## src/rtl/ex_mem_pkg.sv

```systemverilog
// ----------------------------------------------------------------------------
// ex_mem_pkg
// Shared types for the EX/MEM pipeline register.
//   XLEN_P / RA_W_P    : data-path and register-address widths of the payload
//   ex_mem_payload_t   : packed EX->MEM payload (data + control bits)
//   skid_state_e       : occupancy state of the two-slot pipe buffer
//   sanitise_payload() : clears regwrite for writes aimed at x0
// ----------------------------------------------------------------------------
package ex_mem_pkg;

  localparam int unsigned XLEN_P = 32;
  localparam int unsigned RA_W_P = 5;

  typedef struct packed {
    logic [XLEN_P-1:0] alu_result;
    logic [XLEN_P-1:0] store_data;
    logic [RA_W_P-1:0] rd;
    logic              regwrite;
    logic              memread;
    logic              memwrite;
  } ex_mem_payload_t;

  typedef enum logic [1:0] {
    EMPTY = 2'd0,
    ONE   = 2'd1,
    FULL  = 2'd2
  } skid_state_e;

  // A write to x0 has no architectural effect, so it is dropped at load time.
  function automatic ex_mem_payload_t sanitise_payload(input ex_mem_payload_t p);
    ex_mem_payload_t r;
    r          = p;
    r.regwrite = p.regwrite & (p.rd != {RA_W_P{1'b0}});
    return r;
  endfunction

endpackage

```

## src/rtl/ex_mem_stage_reg_pipe_skid_buffer.sv

```systemverilog
// ----------------------------------------------------------------------------
// pipe_skid_buffer
// Generic valid/ready pipeline register with an optional second (skid) slot.
//   W          : payload width
//   SKID       : 1 = two slots, registered in_ready_o
//                0 = one slot, in_ready_o = !out_valid_o || out_ready_i
//   clk_i, reset_i (async, active-high), flush_i (sync kill of all entries)
//   in_valid_i / in_ready_o / in_data_i    : upstream handshake
//   out_valid_o / out_ready_i / out_data_o : downstream handshake
// The main slot always holds the oldest entry; it drives out_data_o directly,
// so there is no combinational path from in_data_i to out_data_o.
// ----------------------------------------------------------------------------
module pipe_skid_buffer
  import ex_mem_pkg::*;
#(
  parameter int unsigned W    = 8,
  parameter bit          SKID = 1'b1
) (
  input  logic         clk_i,
  input  logic         reset_i,
  input  logic         flush_i,
  input  logic         in_valid_i,
  output logic         in_ready_o,
  input  logic [W-1:0] in_data_i,
  output logic         out_valid_o,
  input  logic         out_ready_i,
  output logic [W-1:0] out_data_o
);

  skid_state_e  state_q;
  logic [W-1:0] main_q;
  logic [W-1:0] skid_q;
  logic         rdy_q;
  logic         accept_s;
  logic         pop_s;

  assign out_valid_o = (state_q != EMPTY);
  assign out_data_o  = main_q;
  // Skid mode uses a registered "not FULL" decode, independent of out_ready_i.
  assign in_ready_o  = SKID ? rdy_q : (!out_valid_o || out_ready_i);
  assign accept_s    = in_valid_i && in_ready_o;
  assign pop_s       = out_valid_o && out_ready_i;

  // Occupancy state machine and slot storage; flush overrides everything.
  always_ff @(posedge clk_i or posedge reset_i) begin
    if (reset_i) begin
      state_q <= EMPTY;
      main_q  <= {W{1'b0}};
      skid_q  <= {W{1'b0}};
      rdy_q   <= 1'b1;
    end else if (flush_i) begin
      // Slot data is kept so invalid outputs hold their last value.
      state_q <= EMPTY;
      rdy_q   <= 1'b1;
    end else begin
      case (state_q)
        EMPTY: begin
          if (accept_s) begin
            main_q  <= in_data_i;
            state_q <= ONE;
          end
          rdy_q <= 1'b1;
        end
        ONE: begin
          if (accept_s && pop_s) begin
            main_q <= in_data_i;
          end else if (accept_s && SKID) begin
            skid_q  <= in_data_i;
            state_q <= FULL;
            rdy_q   <= 1'b0;
          end else if (pop_s) begin
            state_q <= EMPTY;
          end
        end
        FULL: begin
          // No accept is possible here; a pop promotes the younger entry.
          if (pop_s) begin
            main_q  <= skid_q;
            state_q <= ONE;
            rdy_q   <= 1'b1;
          end
        end
        default: begin
          state_q <= EMPTY;
          rdy_q   <= 1'b1;
        end
      endcase
    end
  end

endmodule

```

## src/rtl/ex_mem_stage_reg.sv

```systemverilog
// ----------------------------------------------------------------------------
// ex_mem_stage_reg
// Flow-controlled EX/MEM pipeline register of the RISC-V core.
//   XLEN, RA_W : payload widths (must match ex_mem_pkg::XLEN_P / RA_W_P)
//   SKID       : 1 = 2-entry skid buffer, 0 = single entry
//   CNT_W      : width of the saturating stall counter
//   clk, reset (async, active-high), flush (sync kill)
//   in_*  : EX-side payload and valid/ready handshake
//   out_* : MEM-side registered payload; control bits read 0 when invalid
//   stall_cnt : cycles with out_valid && !out_ready, saturating, reset-only
// ----------------------------------------------------------------------------
module ex_mem_stage_reg
  import ex_mem_pkg::*;
#(
  parameter int unsigned XLEN  = XLEN_P,
  parameter int unsigned RA_W  = RA_W_P,
  parameter int unsigned SKID  = 1,
  parameter int unsigned CNT_W = 16
) (
  input  logic             clk,
  input  logic             reset,
  input  logic             flush,
  input  logic             in_valid,
  output logic             in_ready,
  input  logic [XLEN-1:0]  in_alu_result,
  input  logic [XLEN-1:0]  in_store_data,
  input  logic [RA_W-1:0]  in_rd,
  input  logic             in_regwrite,
  input  logic             in_memread,
  input  logic             in_memwrite,
  output logic             out_valid,
  input  logic             out_ready,
  output logic [XLEN-1:0]  out_alu_result,
  output logic [XLEN-1:0]  out_store_data,
  output logic [RA_W-1:0]  out_rd,
  output logic             out_regwrite,
  output logic             out_memread,
  output logic             out_memwrite,
  output logic [CNT_W-1:0] stall_cnt
);

  localparam int unsigned PW = $bits(ex_mem_payload_t);

  ex_mem_payload_t  in_raw_s;
  ex_mem_payload_t  in_pl_s;
  ex_mem_payload_t  out_pl_s;
  logic [PW-1:0]    out_vec_s;
  logic [CNT_W-1:0] stall_q;
  logic [CNT_W-1:0] stall_d;

  assign in_raw_s.alu_result = in_alu_result;
  assign in_raw_s.store_data = in_store_data;
  assign in_raw_s.rd         = in_rd;
  assign in_raw_s.regwrite   = in_regwrite;
  assign in_raw_s.memread    = in_memread;
  assign in_raw_s.memwrite   = in_memwrite;
  assign in_pl_s             = sanitise_payload(in_raw_s);

  pipe_skid_buffer #(
    .W    (PW),
    .SKID (SKID != 0)
  ) u_buf (
    .clk_i       (clk),
    .reset_i     (reset),
    .flush_i     (flush),
    .in_valid_i  (in_valid),
    .in_ready_o  (in_ready),
    .in_data_i   (in_pl_s),
    .out_valid_o (out_valid),
    .out_ready_i (out_ready),
    .out_data_o  (out_vec_s)
  );

  assign out_pl_s       = ex_mem_payload_t'(out_vec_s);
  assign out_alu_result = out_pl_s.alu_result;
  assign out_store_data = out_pl_s.store_data;
  assign out_rd         = out_pl_s.rd;
  // Bubbles must never carry a side effect into MEM.
  assign out_regwrite   = out_valid & out_pl_s.regwrite;
  assign out_memread    = out_valid & out_pl_s.memread;
  assign out_memwrite   = out_valid & out_pl_s.memwrite;
  assign stall_cnt      = stall_q;

  // Next stall count: bump on a backpressured valid cycle unless saturated.
  always_comb begin
    stall_d = stall_q;
    if (out_valid && !out_ready && (stall_q != {CNT_W{1'b1}})) begin
      stall_d = stall_q + CNT_W'(1);
    end else begin
      stall_d = stall_q;
    end
  end

  // Stall counter register; flush deliberately does not clear it.
  always_ff @(posedge clk or posedge reset) begin
    if (reset) begin
      stall_q <= {CNT_W{1'b0}};
    end else begin
      stall_q <= stall_d;
    end
  end

endmodule

```

## config.mk

```make
export PLATFORM = sky130hd
export DESIGN_NAME = ex_mem_stage_reg
export DESIGN_NICKNAME = d
export VERILOG_FILES = /design/src/rtl/ex_mem_pkg.sv /design/src/rtl/ex_mem_stage_reg_pipe_skid_buffer.sv /design/src/rtl/ex_mem_stage_reg.sv
export SDC_FILE = /design/constraint.sdc
export NUM_CORES = 1
export LEC_CHECK = 0
export ABC_AREA = 1
export CAP_MARGIN = 20
export CORE_ASPECT_RATIO = 0.9
export CORE_MARGIN = 2
export CORE_UTILIZATION = 30
export CTS_CLUSTER_SIZE = 16
export DETAILED_ROUTE_END_ITERATION = 6
export GPL_ROUTABILITY_DRIVEN = 0
export REMOVE_ABC_BUFFERS = 1
export SLEW_MARGIN = 30
export SYNTH_ARGS = -nofsm -noshare
export SYNTH_HDL_FRONTEND = slang
export SYNTH_SLANG_ARGS = --single-unit
```

## constraint.sdc

```tcl
create_clock -name clk -period 12.77 [get_ports clk]
set_input_delay 3.831 -clock clk [delete_from_list [all_inputs] [get_ports clk]]
set_output_delay 3.831 -clock clk [all_outputs]
set_load 0.02 [all_outputs]
```

==> Word-level counts from Yosys, hierarchy flattened <==
Index checks and enable logic that the tools add are counted.
{ "op_classes": {"bitwise_logic": 6, "reduce_logical": 14, "eq_ne": 11, "n_addsub": 1, "n_mux": 16} }
{ "op_table": {"columns": ["cell", "n"], "rows": [
  ["$mux W72", 3],
  ["$pmux W72 S3", 1],
  ["$add A16 B1 Y16 const B", 1],
  ["$ne A16 B16 Y1 const B", 1],
  ["$mux W2", 6],
  ["$ne A3 B2 Y1 const B", 3],
  ["$reduce_and A4 Y1", 2],
  ["$ne A2 B1 Y1 const B", 3],
  ["$pmux W2 S3", 1],
  ["$logic_and A1 B1 Y1", 5],
  ["$reduce_and A5 Y1", 1],
  ["$reduce_bool A5 Y1", 1],
  ["$and A1 B1 Y1", 4],
  ["$mux W1", 4],
  ["$ne A4 B2 Y1 const B", 1],
  ["$ne A3 B3 Y1 const B", 1],
  ["$reduce_and A3 Y1", 1],
  ["$reduce_bool A3 Y1", 1],
  ["$eq A2 B1 Y1 const B", 1],
  ["$eq A2 B2 Y1 const B", 1],
  ["$logic_not A2 Y1", 1],
  ["$not A1 Y1", 2],
  ["$pmux W1 S2", 1],
  ["$reduce_bool A2 Y1", 1],
  ["$logic_not A1 Y1", 1]
]} }
{ "word_totals": {"reg_bits": 163, "in_bits": 77, "out_inout_bits": 90, "word_cells": 53} }

==> Logic depth before layout (Yosys ltp) <==
{ "depth": {"depth_word": 7, "depth_mapped": 9, "ltp_nobuf": 9} }

==> Cells and area by module <==
From an unflattened synthesis, not the netlist that was laid out.
{ "unflattened": {"cells_unflattened": 900, "hier_area_um2": 7485.9} }
{ "modules_own_cells": {"columns": ["module", "instances", "seq_area_each_um2", "area_per_inst_um2", "cells_each"], "rows": [
  ["pipe_skid_buffer", 1, 3679.8, 6413.7, 741],
  ["ex_mem_stage_reg", 1, 400.4, 1072.3, 159]
]} }

==> Worst setup path before layout <==
Ideal clock, no wire load.
{ "synth_path": {"path_type": "input to register", "start": "input in_valid", "end": "register u_buf.main_q[18], in the netlist u_buf.out_data_o[18]", "arrival_time_ps": 4714, "setup_slack_ps": 7925, "required_time_ps": 12640, "path_buffers": 2, "path_stages": 7, "setup_ps": 130, "cell_sequence": "nand2_1 o21ai_0 nand3_4 buf_6 buf_6 nand2_1 o21ai_1"} }
{ "synth_between": {"elab_chain_cells": 4, "word_cells_on_any_way": 5, "cone_classes": "eq/ne: 2; reduce/logical: 3"} }
{ "synth_lines": {"columns": ["element", "line_no", "source"], "rows": [
  ["start, declared", "ex_mem_stage_reg.sv:23", "input logic in_valid,"],
  ["$logic_and A1 B1 Y1 *", "ex_mem_stage_reg_pipe_skid_buffer.sv:41", "assign accept_s = in_valid_i && in_ready_o;"],
  ["$logic_and A1 B1 Y1", "ex_mem_stage_reg_pipe_skid_buffer.sv:65", "if (accept_s && pop_s) begin"],
  ["$ne A2 B1 Y1 (no line)", null, null],
  ["$reduce_and A5 Y1 (no line) *", null, null],
  ["end signal, assigned", "ex_mem_stage_reg_pipe_skid_buffer.sv:48", "main_q <= {W{1'b0}};"],
  ["end signal, assigned", "ex_mem_stage_reg_pipe_skid_buffer.sv:66", "main_q <= in_data_i;"],
  ["end signal, assigned", "ex_mem_stage_reg_pipe_skid_buffer.sv:78", "main_q <= skid_q;"],
  ["end, declared", "ex_mem_stage_reg_pipe_skid_buffer.sv:31", "logic [W-1:0] main_q;"]
]} }
Mark *: on every way between the ends. The rest lies on a longest branch, timed or not.
A chain may end at the register's enable or synchronous reset.

==> Worst setup path after layout <==
{ "layout_path": {"start": "input out_ready", "end": "register u_buf.skid_q[2]"} }
{ "layout_between": {"elab_chain_cells": 4} }
{ "layout_lines": {"columns": ["element", "line_no", "source"], "rows": [
  ["start, declared", "ex_mem_stage_reg.sv:32", "input logic out_ready,"],
  ["$logic_and A1 B1 Y1", "ex_mem_stage_reg_pipe_skid_buffer.sv:42", "assign pop_s = out_valid_o && out_ready_i;"],
  ["$logic_and A1 B1 Y1", "ex_mem_stage_reg_pipe_skid_buffer.sv:65", null],
  ["$not A1 Y1 (no line)", null, null],
  ["$reduce_and A4 Y1 (no line)", null, null],
  ["end signal, assigned", "ex_mem_stage_reg_pipe_skid_buffer.sv:49", "skid_q <= {W{1'b0}};"],
  ["end signal, assigned", "ex_mem_stage_reg_pipe_skid_buffer.sv:68", "skid_q <= in_data_i;"],
  ["end, declared", "ex_mem_stage_reg_pipe_skid_buffer.sv:32", "logic [W-1:0] skid_q;"]
]} }
No other way between the ends.

==> impl_metrics.ini <==
[clock_tree]
hold_buffers = 0
clk_pin_slew_ns = 0.06
cts.sinks = 163
cts_htree_levels = 4
cts_tree = done
clockRootBuffer = clkbuf_16
cts-resized-gates = 0
postCtsSetupRepairBufs = 0
cts_inserted_buffers = 17
clk_path_buf_depth = 2
clock_latency_ns = 0.43

[global_route]
grt_pass1_wl_um = 29150
grt-ovfl-total = 0
grt_usage_pct = 13.22
grt_pass1_vias = 5645
antenna_found_initial = 0
grt_start_max_net_pins = 115

[setup_path]
worst_setup_path_start_kind = primary input
path_class = primary input to register
critPathSlowestCell = buf_4
arrival_ns = 6.14
cp_cell_sequence = clkdlybuf4s50_1, inv_1, o21ai_4, buf_4, buf_4, o21ai_0
cp_common_cell = buf_4
critPathLaunch = out_ready
worstPathRequired_ns = 13.04
slowest_delay_ns = 0.70
reg2reg_from = u_buf.state_q[0]$_DFFE_PP0P_
endpoint_kind = register
path_max_fanout = 84

[placement]
dp_hpwl_um = 11510
io_buffers = 166

[sta]
setup_violations = 0
finalCriticalPeriod_ns = 5.872
tns_ns = 0
rsz0062_at_grt = false
drv_slew = 0
slew_headroom_pct = 44.81
hold_viol_final = 0
tightest_slew_ns = 0.8278
max_freq_mhz = 170.3
skew_ns = 0.01081
fin_crit_sh_pct = 45.98

[die]
rows = 56
dieArea_um2 = 27480
die_w_um = 174.5
initial_core_util_pct = 30.28
design.core.area_um2 = 25920
dieHeight_um = 157.5
io-pin-count = 167

[synthesis]
yosysSeqAreaShare_pct = 51.98
synth-simple-area-share_pct = 17.52
synth_top_area_share_pct = 51.64
ys_warn_count = 0
ys_ff_latch = 163
synth_area_um2 = 7850
syn_avg_cell_area_um2 = 8.246
netlist_instances = 952
yosysTopAreaCell = dfrtp_1
ys_top_cells_by_area = dfrtp_1 (52%), nand2_1 (14%), o21ai_0 (9.1%), buf_4 (7.6%), o21ai_1 (4.7%)
yosysUniqueCellTypes = 26
synth_fa_ha_area_share_pct = 0.1594
synth_xor_area_share_pct = 0.7810
synth.area.mux_share_pct = 0
synth_compound_area_share_pct = 14.44
synth_top_family_by_area = simple AND/OR/NAND/NOR gates

[route]
antenna_left = 0
viasPerCell = 4.268
drc = 0
wl_per_cell_um = 12.55
first_pass_iters = 5
via_count = 5916
drtIter0Drc = 347
wl_um = 17400

[run_status]
outcome = finished, final reports clean

[power_and_ir_drop]
p_int_mw = 1.299
power_density_nw_per_um2 = 199.2
p_leak_nw = 4.714
sw_frac_of_total_pct = 33.37
power_frac_seq_pct = 43.0
switchingPower_mw = 0.6509
comb_power_share_pct = 30.3
peakVddDrop_v = 0.00008963
clkPwrFrac_pct = 26.6

[job]
max_cap_viol_count = 0

[cells_and_area]
drive_gt1_share_pct = 4.721
post-route-util_pct = 37.78
syn_to_final_growth_pct = 24.75
fin_nets = 1104
diodes = 0

[worst_hold_path]
min-delay-start = u_buf.skid_q[27]$_DFFE_PP0P_
hold_class = register to register
flip-flops by register name (all words and copies together), names as in the netlist:
name              cells
u_buf.state_q         2
u_buf.in_ready_o      1
stall_cnt            16
u_buf.out_data_o     72
u_buf.skid_q         72
stage by stage:
step / worst slack [ns] / hold slack (ns) / cells / power, mW / cell area (µm²)
4_1_cts: 6.880 / 0.4817 / 1386 / 1.978 / 9787
6_report: 6.898 / 0.4776 / 1386 / 1.950 / 9793
5_1_grt: 6.636 / 0.5038 / 1386 / 2.087 / 9793
2_1_floorplan: 4.536 / 0.4479 / 835 / 1.154 / 7012
3_5_place_dp: 6.440 / 0.4677 / 1355 / 1.444 / 9190
3_3_place_gp: 6.451 / 0.4597 / 1354 / 1.429 / 9159
Yosys cell counts (all sizes together):
cell type    n
nor3         1
clkbuf      21
a21oi        2
o21ai      220
dfrtp      162
nand4        6
buf         96
ha           1
dfstp        1
nand3       13
inv         93
xor2         3
nand2      300
nor2        29
xnor2        4
power groups by stage:
stage	Combinational, mW	Sequential [mW]	Clock [mW]
floorplan	0.229	0.925	0
global placement	0.585	0.844	0
detailed placement	0.600	0.844	0
CTS	0.601	0.839	0.538
global route	0.662	0.867	0.557
finish	0.592	0.839	0.519
metal layers:
layer,part of all wire [%],up-vias,wire (µm),track usage [%]
li1,-,3088,-,-
met1,51,2640,8925,18.92
met2,42,166,7233,19.41
met3,5.8,22,1010,3.647
met4,1.3,0,229,3.968
met5,0,-,0,0
cell usage in the layout, fill, tap and decap left out, types with 4 or more instances in the layout:
master and n:
nand4_1 6, o21ai_1 74, clkinv_4 4, dfrtp_1 162
inv_1 91, clkbuf_16 17, nand2_1 299, o21ai_0 142
clkdlybuf4s50_1 166, xnor2_1 4, nor2_1 25, nand3_1 12
cell type report:
class / count / area, µm²
fillers: 2632 / 16130
flip-flops and latches: 163 / 4080
multi-input cells: 579 / 2590
repair buffers: 172 / 1734
clock buffers: 21 / 470.5
well taps: 348 / 435.4
inverters: 93 / 356.6
clock inverters: 10 / 126.4
cell families after synthesis:
kind of cell,Yosys count
compound gates,222
xor+xnor,7
fa+ha+maj,1
buf+inv,210
flops,163
simple gates,349
final timing paths:
path / endpoint / cells after the start / slack (ns)
hold / removal: u_buf.skid_q[27]$_DFFE_PP0P_ / 2 / 0.48
setup reg to reg: u_buf.out_data_o[2]$_DFFE_PP0P_ / 8 / 10.40
setup / recovery: u_buf.skid_q[2]$_DFFE_PP0P_ / 6 / 6.90
max in group asynchronous: u_buf.skid_q[70]$_DFFE_PP0P_ / 3 / 7.75
min in group asynchronous: u_buf.out_data_o[48]$_DFFE_PP0P_ / 2 / 3.91
hold reg to reg: u_buf.skid_q[27]$_DFFE_PP0P_ / 2 / 0.48
critical path: cells and delay by family:
kind                   cells  cell delay (ns)
AO/OA/AOI/OAI              2             0.34
buffers and inverters      4             1.92
Note: power is estimated with default switching activity, not from simulation.
